<file path="src/rtl/m_mem_access_unit_pkg.sv">
// Shared definitions for the M-stage memory access unit.
//   - mem_type_e : access size encoding carried on MMemType (11 is reserved and behaves as word)
//   - state_e    : bus FSM states
//   - TIMEOUT_DEFAULT / CNT_W_DEFAULT : default wait-counter configuration
//   - is_misaligned() : alignment rule used when MISALIGN_CHECK_EN is defined
package m_mem_access_unit_pkg;

  typedef enum logic [1:0] {
    MEM_WORD = 2'b00,
    MEM_HALF = 2'b01,
    MEM_BYTE = 2'b10,
    MEM_RSVD = 2'b11
  } mem_type_e;

  typedef enum logic [1:0] {
    ST_IDLE = 2'b00,
    ST_BUSY = 2'b01,
    ST_DONE = 2'b10
  } state_e;

  localparam int unsigned TIMEOUT_DEFAULT = 255;
  localparam int unsigned CNT_W_DEFAULT   = 8;

  // Word (and reserved) accesses need addr[1:0]==0, halves need addr[0]==0.
  function automatic logic is_misaligned(input mem_type_e t, input logic [1:0] a);
    case (t)
      MEM_HALF: return a[0];
      MEM_BYTE: return 1'b0;
      default:  return a != 2'b00;
    endcase
  endfunction

endpackage

</file>
<file path="src/rtl/m_mem_access_unit_lane.sv">
// m_mem_lane: purely combinational lane logic for one access.
//   i_type     access size           o_byte_en  bus lane enables
//   i_addr_lo  byte offset addr[1:0] o_wdata    store data replicated across lanes
//   i_signed   sign-extend loads     o_rdata    selected and extended load data
//   i_wdata    raw store data (rt)
//   i_rdata    raw bus read word
// Lanes are little-endian: byte 0 of the word is bits [7:0].
module m_mem_lane
  import m_mem_access_unit_pkg::*;
(
  input  mem_type_e   i_type,
  input  logic [1:0]  i_addr_lo,
  input  logic        i_signed,
  input  logic [31:0] i_wdata,
  input  logic [31:0] i_rdata,
  output logic [3:0]  o_byte_en,
  output logic [31:0] o_wdata,
  output logic [31:0] o_rdata
);

  logic [15:0] w_half;
  logic [7:0]  w_byte;

  // NOTE: every output gets a default before the case so no path leaves a value unassigned (no latch).
  always_comb begin
    o_byte_en = 4'b1111;
    o_wdata   = i_wdata;
    o_rdata   = i_rdata;
    w_half    = i_addr_lo[1] ? i_rdata[31:16] : i_rdata[15:0];
    w_byte    = i_rdata[{i_addr_lo, 3'b000} +: 8];
    case (i_type)
      MEM_HALF: begin
        // addr[0] is ignored: a half always sits on lanes 1:0 or 3:2.
        o_byte_en = i_addr_lo[1] ? 4'b1100 : 4'b0011;
        o_wdata   = {2{i_wdata[15:0]}};
        o_rdata   = {{16{i_signed & w_half[15]}}, w_half};
      end
      MEM_BYTE: begin
        o_byte_en = 4'b0001 << i_addr_lo;
        o_wdata   = {4{i_wdata[7:0]}};
        o_rdata   = {{24{i_signed & w_byte[7]}}, w_byte};
      end
      default: ; // word and reserved: full word, address low bits ignored
    endcase
  end

endmodule

</file>
<file path="src/rtl/m_mem_access_unit.sv">
// m_mem_access_unit: M-stage data-memory access. Turns the E->M register contents into one
// req/ack bus transaction, stalls the pipeline until it completes, and returns aligned load data.
// Ports:
//   Clk, Reset (synchronous, active-high)
//   MValid/MMemRead/MMemWrite/MMemType/MLoadSigned/MAddr/MWData : M-register instruction fields
//   StallM                 : freeze upstream registers this cycle
//   MemRdData/MemRdValid   : load result, one-cycle valid in DONE
//   BusReq/BusWe/BusAddr/BusByteEn/BusWData : request side, held until BusAck
//   BusAck/BusRData        : completion and read word
//   BusTimeout             : one-cycle pulse (in DONE) when the access was forced complete
// Configuration: define MISALIGN_CHECK_EN to add ExcAdEL/ExcAdES and reject misaligned word/half
// accesses; otherwise low address bits below the access size are ignored.
// TIMEOUT must be < 2**CNT_W; TIMEOUT == 0 disables the forced completion.
module m_mem_access_unit
  import m_mem_access_unit_pkg::*;
#(
  parameter int unsigned TIMEOUT = TIMEOUT_DEFAULT,
  parameter int unsigned CNT_W   = CNT_W_DEFAULT
) (
  input  logic        Clk,
  input  logic        Reset,
  input  logic        MValid,
  input  logic        MMemRead,
  input  logic        MMemWrite,
  input  logic [1:0]  MMemType,
  input  logic        MLoadSigned,
  input  logic [31:0] MAddr,
  input  logic [31:0] MWData,
  output logic        StallM,
  output logic [31:0] MemRdData,
  output logic        MemRdValid,
  output logic        BusReq,
  output logic        BusWe,
  output logic [31:0] BusAddr,
  output logic [3:0]  BusByteEn,
  output logic [31:0] BusWData,
  input  logic        BusAck,
  input  logic [31:0] BusRData,
  output logic        BusTimeout
`ifdef MISALIGN_CHECK_EN
  ,
  output logic        ExcAdEL,
  output logic        ExcAdES
`endif
);

  state_e           r_state;
  logic             r_bus_req;
  logic             r_we;
  logic             r_signed;
  mem_type_e        r_type;
  logic [31:0]      r_addr;
  logic [31:0]      r_wdata;
  logic [31:0]      r_rd_data;
  logic             r_rd_valid;
  logic             r_timeout;
  logic [CNT_W-1:0] r_wait_cnt;

  logic        w_access;
  logic        w_misalign;
  logic        w_access_ok;
  logic        w_timeout_hit;
  logic [3:0]  w_lane_be;
  logic [31:0] w_lane_wdata;
  logic [31:0] w_lane_rdata;

  assign w_access = MValid & (MMemRead | MMemWrite);

`ifdef MISALIGN_CHECK_EN
  assign w_misalign = w_access & is_misaligned(mem_type_e'(MMemType), MAddr[1:0]);
  // A MemRead+MemWrite instruction is a store, so it reports the store exception.
  assign ExcAdEL = (r_state == ST_IDLE) & w_misalign & ~MMemWrite;
  assign ExcAdES = (r_state == ST_IDLE) & w_misalign &  MMemWrite;
`else
  assign w_misalign = 1'b0;
`endif

  assign w_access_ok   = w_access & ~w_misalign;
  assign w_timeout_hit = (TIMEOUT != 0) && (r_wait_cnt == CNT_W'(TIMEOUT));

  // Lane logic works from the latched copy so bus outputs stay stable while M is frozen.
  m_mem_lane u_lane (
    .i_type    (r_type),
    .i_addr_lo (r_addr[1:0]),
    .i_signed  (r_signed),
    .i_wdata   (r_wdata),
    .i_rdata   (BusRData),
    .o_byte_en (w_lane_be),
    .o_wdata   (w_lane_wdata),
    .o_rdata   (w_lane_rdata)
  );

  // NOTE: StallM is combinational so the hazard is seen in the same cycle the access is detected;
  // a registered stall would let the pipeline advance past the instruction once.
  assign StallM = (r_state == ST_BUSY) | ((r_state == ST_IDLE) & w_access_ok);

  assign BusReq     = r_bus_req;
  assign BusWe      = r_bus_req & r_we;
  assign BusAddr    = r_bus_req ? {r_addr[31:2], 2'b00} : '0;
  assign BusByteEn  = r_bus_req ? w_lane_be : '0;
  assign BusWData   = r_bus_req ? w_lane_wdata : '0;
  assign MemRdData  = r_rd_data;
  assign MemRdValid = r_rd_valid;
  assign BusTimeout = r_timeout;

  // NOTE: sequential state uses non-blocking assignments only; reset is sampled on the clock edge.
  always_ff @(posedge Clk) begin
    if (Reset) begin
      r_state    <= ST_IDLE;
      r_bus_req  <= 1'b0;
      r_we       <= 1'b0;
      r_signed   <= 1'b0;
      r_type     <= MEM_WORD;
      r_addr     <= '0;
      r_wdata    <= '0;
      r_rd_data  <= '0;
      r_rd_valid <= 1'b0;
      r_timeout  <= 1'b0;
      r_wait_cnt <= '0;
    end else begin
      case (r_state)
        ST_IDLE: begin
          r_rd_valid <= 1'b0;
          r_timeout  <= 1'b0;
          if (w_access_ok) begin
            r_type    <= mem_type_e'(MMemType);
            r_we      <= MMemWrite;
            r_signed  <= MLoadSigned;
            r_addr    <= MAddr;
            r_wdata   <= MWData;
            r_bus_req <= 1'b1;
            r_state   <= ST_BUSY;
          end
        end
        ST_BUSY: begin
          r_wait_cnt <= r_wait_cnt + 1'b1;
          // A real ack in the last allowed cycle wins over the timeout.
          if (BusAck) begin
            r_rd_data  <= w_lane_rdata;
            r_rd_valid <= ~r_we;
            r_bus_req  <= 1'b0;
            r_state    <= ST_DONE;
          end else if (w_timeout_hit) begin
            r_rd_data  <= '0;
            r_rd_valid <= ~r_we;
            r_timeout  <= 1'b1;
            r_bus_req  <= 1'b0;
            r_state    <= ST_DONE;
          end
        end
        ST_DONE: begin
          r_rd_valid <= 1'b0;
          r_timeout  <= 1'b0;
          r_wait_cnt <= '0;
          r_state    <= ST_IDLE;
        end
        default: r_state <= ST_IDLE;
      endcase
    end
  end

endmodule

</file>
<file path="config.mk">
export PLATFORM = sky130hd
export DESIGN_NAME = m_mem_access_unit
export DESIGN_NICKNAME = d
export VERILOG_FILES = /design/src/rtl/m_mem_access_unit_pkg.sv /design/src/rtl/m_mem_access_unit_lane.sv /design/src/rtl/m_mem_access_unit.sv
export SDC_FILE = /design/constraint.sdc
export NUM_CORES = 1
export LEC_CHECK = 0
export ABC_AREA = 1
export CAP_MARGIN = 30
export CORE_MARGIN = 4
export CORE_UTILIZATION = 43
export CTS_CLUSTER_DIAMETER = 40
export DETAILED_ROUTE_END_ITERATION = 8
export GPL_TIMING_DRIVEN = 1
export MAX_ROUTING_LAYER = met4
export PLACE_DENSITY = 0.82
export SLEW_MARGIN = 20
export SYNTH_ARGS = -nofsm -noshare
export SYNTH_HDL_FRONTEND = slang
export SYNTH_SLANG_ARGS = --single-unit
</file>
<file path="constraint.sdc">
create_clock -name Clk -period 3 [get_ports Clk]
set_input_delay 0.45 -clock Clk [delete_from_list [all_inputs] [get_ports Clk]]
set_output_delay 0.45 -clock Clk [all_outputs]
set_load 0.02 [all_outputs]
</file>
==> impl_metrics.ini, run 1 <==
[place]
port_buffers = 207
dp.cells = 1192
hpwl_um = 12200
place_congestion = 0.941

[clock_tree]
cts.path.max_buffers = 2
post-cts-setup-buffers = 0
cts_made_buffers = 17
worstSkewPairLatency_ns = 0.41
cts_sinks = 113
postCtsResizedCells = 0
cts_tree = yes
htree_levels = 4
clkTransAtPathRegs_ns = 0.05
cts-root-buf = clkbuf_16
hold_buffers = 0

[worst_setup_path]
cp_max_fo = 24
critical_path.endpoint = BusWData[14]
regToRegEndpoint = BusTimeout
cp-start-kind = register
cp.required_ns = 2.55
r2r-start = r_state[1]
endpoint_kind = output pin
critPathKind = register to output pin
r2r_cells = 8
arrival_ns = 2.42
critPathLaunch = r_type[0]
r2r_slack_ns = 0.82

[flow_run]
drv_cap = 0

[routing]
via_count = 6047
drtIter0Drc = 473
drt_pass1_iterations = 5
vias_per_cell = 4.94
postRouteAntennaNets = 0
drc = 0
avgRoutedWirePerCell_um = 14.1
routed_wl_um = 17300

[power_and_ir_drop]
p_leak_nw = 4.09
pwr_density_cell_mw_per_mm2 = 669
ir_worst_vdd_v = 0.000400

[cells_and_area]
final_cell_mix = nand2_1, clkdlybuf4s50_1, nor2_1
synthToLayoutAreaGrowth_pct = 50.9
final_layout_size_suffix_gt1_frac = 0.0504
diodes = 0
fin_cells = 1224
final_net_count = 1152
mostFrequentLayoutCell = nand2_1

[synthesis]
ys_ff_latch = 113
yosysSeqAreaShare = 0.410
yosysWarnings = 0
synth_area_leaders = dfxtp_1, nand2_1, a21oi_1
synth_cells = 850
yosys.area.top_type = dfxtp_1
synthDistinctLibCells = 31
syn_avg_cell_area_sq_um = 6.50
netlist_area_sq_mm = 0.00552
synth_top_area_share = 0.410

[floorplanning]
ios = 210
start_util = 0.438
chipHeight_um = 121
rows = 41
dieArea_sq_mm = 0.0147
dieWidth_um = 121
core_region_area_sq_mm = 0.0126

[timing]
tightest_slew_ns = 0.882
rsz0062_at_grt = false
clock.fmax_ghz = 0.349
setup_violations = 0
finalClockSkew_ns = 0.00726
finalCriticalPeriod_ns = 2.87
slew_viol_final = 0
hold_viol = 0
fin_crit_sh = 0.956
timing.slew.headroom = 0.412
tns_ns = 0
worst_hold_slack_ns = 0.460

[grt]
grt_pass1_wl_um = 27700
antenna_found_initial = 0
grt_util_all_layers = 0.242
overflow = 0
grt_max_degree = 97
grt_pass1_vias = 5775

[min_path]
worstHoldPathType = register to register

[run_status]
status = completed
-- worst min-delay path by stage --
stage | end | cells after the start | startpoint
6_report | MemRdData[23] | 2 | MemRdData[23]
4_1_cts | r_wdata[27] | 2 | r_wdata[27]
5_1_grt | r_wdata[28] | 2 | r_wdata[28]
3_3_place_gp | r_wdata[25] | 2 | r_wdata[25]
2_1_floorplan | r_wdata[24] | 2 | r_wdata[24]
3_5_place_dp | r_wdata[27] | 2 | r_wdata[27]
-- metal layers --
layer  up-vias  part of all wire  GRT usage
li1       3061                 -          -
met1      2707              0.44      0.300
met2       249              0.46      0.371
met3        30             0.079     0.0737
met4         0             0.022     0.0952
met5         -                 0          -
-- flip-flops by register name (all words and copies together), names as in the netlist, 2 cells and up --
| name | flops |
|---|---|
| MemRdData | 32 |
| r_addr | 32 |
| r_wdata | 32 |
| r_wait_cnt | 8 |
| r_state | 2 |
| r_type | 2 |
-- layout make-up --
class / instances / area (sq um)
inverter: 104 / 390
clock inverter: 4 / 70.1
fill: 1114 / 4290
multi-input combinational: 585 / 2650
clock buffer: 28 / 527
sequential: 113 / 2260
timing repair buffer: 218 / 2210
tap: 172 / 215
-- Yosys cell counts --
| master | n |
|---|---|
| ha_1 | 8 |
| o21ai_2 | 1 |
| a21oi_1 | 102 |
| o21bai_1 | 1 |
| nor2_4 | 1 |
| nand2_1 | 220 |
| a21oi_2 | 1 |
| buf_1 | 3 |
| nor3b_1 | 3 |
| buf_2 | 11 |
| dlygate4sd1_1 | 1 |
| conb_1 | 1 |
| nand3b_1 | 1 |
| buf_6 | 2 |
| a31oi_1 | 2 |
| nor2_1 | 119 |
| o21ai_0 | 88 |
| clkbuf_1 | 29 |
| buf_4 | 3 |
| inv_1 | 101 |
| nand3_2 | 1 |
| dfxtp_1 | 113 |
| nor3_1 | 2 |
| inv_2 | 3 |
| o211ai_1 | 9 |
| o21ai_1 | 4 |
| o21ai_4 | 1 |
| nor2_2 | 1 |
| nand3_1 | 16 |
| nand2_2 | 1 |
| nand3_4 | 1 |
-- metrics by stage --
stage / area [sq um] / worst slack, ns / utilization / total power, W
after global routing: 8330 / 0.00159 / 0.660 / 0.00588
after detailed placement: 7670 / 0.506 / 0.608 / 0.00356
after floorplan: 5530 / 1.02 / - / 0.00292
final: 8330 / 0.131 / 0.660 / 0.00557
after global placement: 7670 / 0.560 / 0.608 / 0.00354
after CTS: 8260 / 0.0422 / 0.655 / 0.00561
-- kinds of logic (layout without fill, tap and decap cells) --
kind of cell | after synthesis | in the layout | share of synthesized area
buffers and inverters | 153 | 354 | 0.112
AOI/OAI and AO/OA | 209 | 209 | 0.198
DFF | 113 | 113 | 0.410
other | 1 | 2 | 0.000679
and+or+nand+nor | 366 | 366 | 0.262
adders and majority gates | 8 | 8 | 0.0181
-- worst max-delay path, stage by stage (launching register included) --
cell,delay [ns]
dfxtp_1,0.33
inv_1,0.07
ha_2,0.33
buf_4,0.25
a21oi_1,0.06
o21ai_0,0.07
nand2_1,0.08
a21oi_1,0.15
clkdlybuf4s50_1,0.66
-- power by group --
| group | total (W) | internal (W) | switching (W) | leakage, nW |
|---|---|---|---|---|
| Sequential | 0.00187 | 0.00173 | 0.000144 | 0.927 |
| Combinational | 0.00168 | 0.000664 | 0.00101 | 2.87 |
| Clock | 0.00202 | 0.00135 | 0.000669 | 0.295 |
| Total | 0.00557 | 0.00374 | 0.00183 | 4.09 |
(Power assumes the default switching activity.)
==> run 2: changes to the inputs <==
clock period = 3.7 ns   (was 3 ns; I/O delays follow)
==> run 2 against run 1 <==
Effect of this change: worst setup slack gained 0.37 ns; critical path depth shrank 1; worst hold slack lost 0.0070 ns; utilization shrank 0.99 points; sequential cell count is the same; global-route usage grew 0.22 points; wire length is essentially flat; design area shrank 1.5%; via count grew 0.89%; first-iteration DRC count grew 18%; critical endpoint is now BusByteEn[1]; largest power group is now registers.
==> impl_metrics.ini, run 2 (synthesis gave the netlist of run 1 again) <==
[run_status]
status = completed

[clock_tree]
post-cts-setup-buffers = 0
cts_tree = yes
htree_levels = 4
cts.path.max_buffers = 2
cts_sinks = 113
cts-root-buf = clkbuf_16
cts_made_buffers = 17
worstSkewPairLatency_ns = 0.41
postCtsResizedCells = 0
hold_buffers = 0
clkTransAtPathRegs_ns = 0.05

[grt]
grt_max_degree = 97
grt_util_all_layers = 0.244
overflow = 0
grt_pass1_wl_um = 28000
grt_pass1_vias = 5896
antenna_found_initial = 0

[timing]
hold_viol = 0
clock.fmax_ghz = 0.313
tns_ns = 0
finalCriticalPeriod_ns = 3.20
rsz0062_at_grt = false
tightest_slew_ns = 0.902
fin_crit_sh = 0.864
setup_violations = 0
timing.slew.headroom = 0.398
finalClockSkew_ns = 0.00604
slew_viol_final = 0

[place]
place_congestion = 0.910
hpwl_um = 12200
placed_cell_area_sq_mm = 0.00765
port_buffers = 207

[floorplanning]
dieWidth_um = 121
chipHeight_um = 121
dieArea_sq_mm = 0.0147
rows = 41
core_region_area_sq_mm = 0.0126
ios = 210
start_util = 0.438

[power_and_ir_drop]
ir_worst_vdd_v = 0.000250
p_total_w = 0.00439
p_leak_nw = 3.64
pwr_density_cell_mw_per_mm2 = 534

[worst_setup_path]
endpoint_kind = output pin
cp_max_fo = 20
arrival_ns = 2.64
cp-start-kind = register
critPathKind = register to output pin
cp.required_ns = 3.14

[flow_run]
drv_cap = 0

[routing]
vias_per_cell = 5.00
routed_wl_um = 17300
drc = 0
drt_pass1_iterations = 5
postRouteAntennaNets = 0
drtIter0Drc = 559
avgRoutedWirePerCell_um = 14.2
via_count = 6101

[cells_and_area]
final_net_count = 1150
mostFrequentLayoutCell = nand2_1
final_cell_mix = nand2_1, clkdlybuf4s50_1, nor2_1
synthToLayoutAreaGrowth_pct = 48.6
postLayoutCellArea_sq_mm = 0.00821
final_layout_size_suffix_gt1_frac = 0.0477
diodes = 0
n_fill_cell = 1125

[min_path]
worstHoldPathType = register to register
run 2: area by class of cell:
type	count	area, sq um	share of cell area
Clock buffer	26	529	0.0645
Clock inverter	5	25.0	0.00305
Tap cell	172	215	0.0262
Inverter	104	390	0.0476
Sequential cell	113	2260	0.276
Timing Repair Buffer	216	2140	0.261
Multi-Input combinational cell	585	2640	0.322
run 2: power breakdown:
group / switching [W] / internal, W / total (W)
Sequential: 0.000117 / 0.00140 / 0.00152
Clock: 0.000542 / 0.000969 / 0.00151
Combinational: 0.000824 / 0.000533 / 0.00136
Total: 0.00148 / 0.00290 / 0.00439
run 2: metrics by stage:
step | hold slack (ns) | cells | setup WS (ns) | utilization
after floorplan | 0.430 | 851 | 1.61 | -
after global placement | 0.444 | 1190 | 1.01 | 0.606
after detailed placement | 0.447 | 1190 | 0.955 | 0.606
after CTS | 0.454 | 1221 | 0.502 | 0.650
after global routing | 0.472 | 1221 | 0.299 | 0.650
final | 0.453 | 1221 | 0.502 | 0.650
run 2: routing by layer:
layer | up-vias | track usage | routed length (um)
met4 | 0 | 0.111 | 640
met3 | 46 | 0.0671 | 1330
li1 | 3052 | - | -
met5 | - | - | 0
met1 | 2750 | 0.292 | 7330
met2 | 253 | 0.385 | 8030
run 2: path summary, 6_finish.rpt:
kind / depth (start not counted) / start / endpoint / slack [ns]
min reg2reg: 2 / r_wdata[31] / r_wdata[31] / 0.45
max reg2reg: 9 / r_type[0] / MemRdData[0] / 1.37
max: 7 / r_type[0] / BusByteEn[1] / 0.50
min: 2 / r_wdata[31] / r_wdata[31] / 0.45
run 2: worst max-delay path, cell delays in order (launching register included):
cell and delay, ns:
dfxtp_1 0.33, inv_1 0.06, ha_1 0.30, inv_1 0.43, nand2_1 0.34, nor2_1 0.18, nor2_1 0.06, clkdlybuf4s50_1 0.53
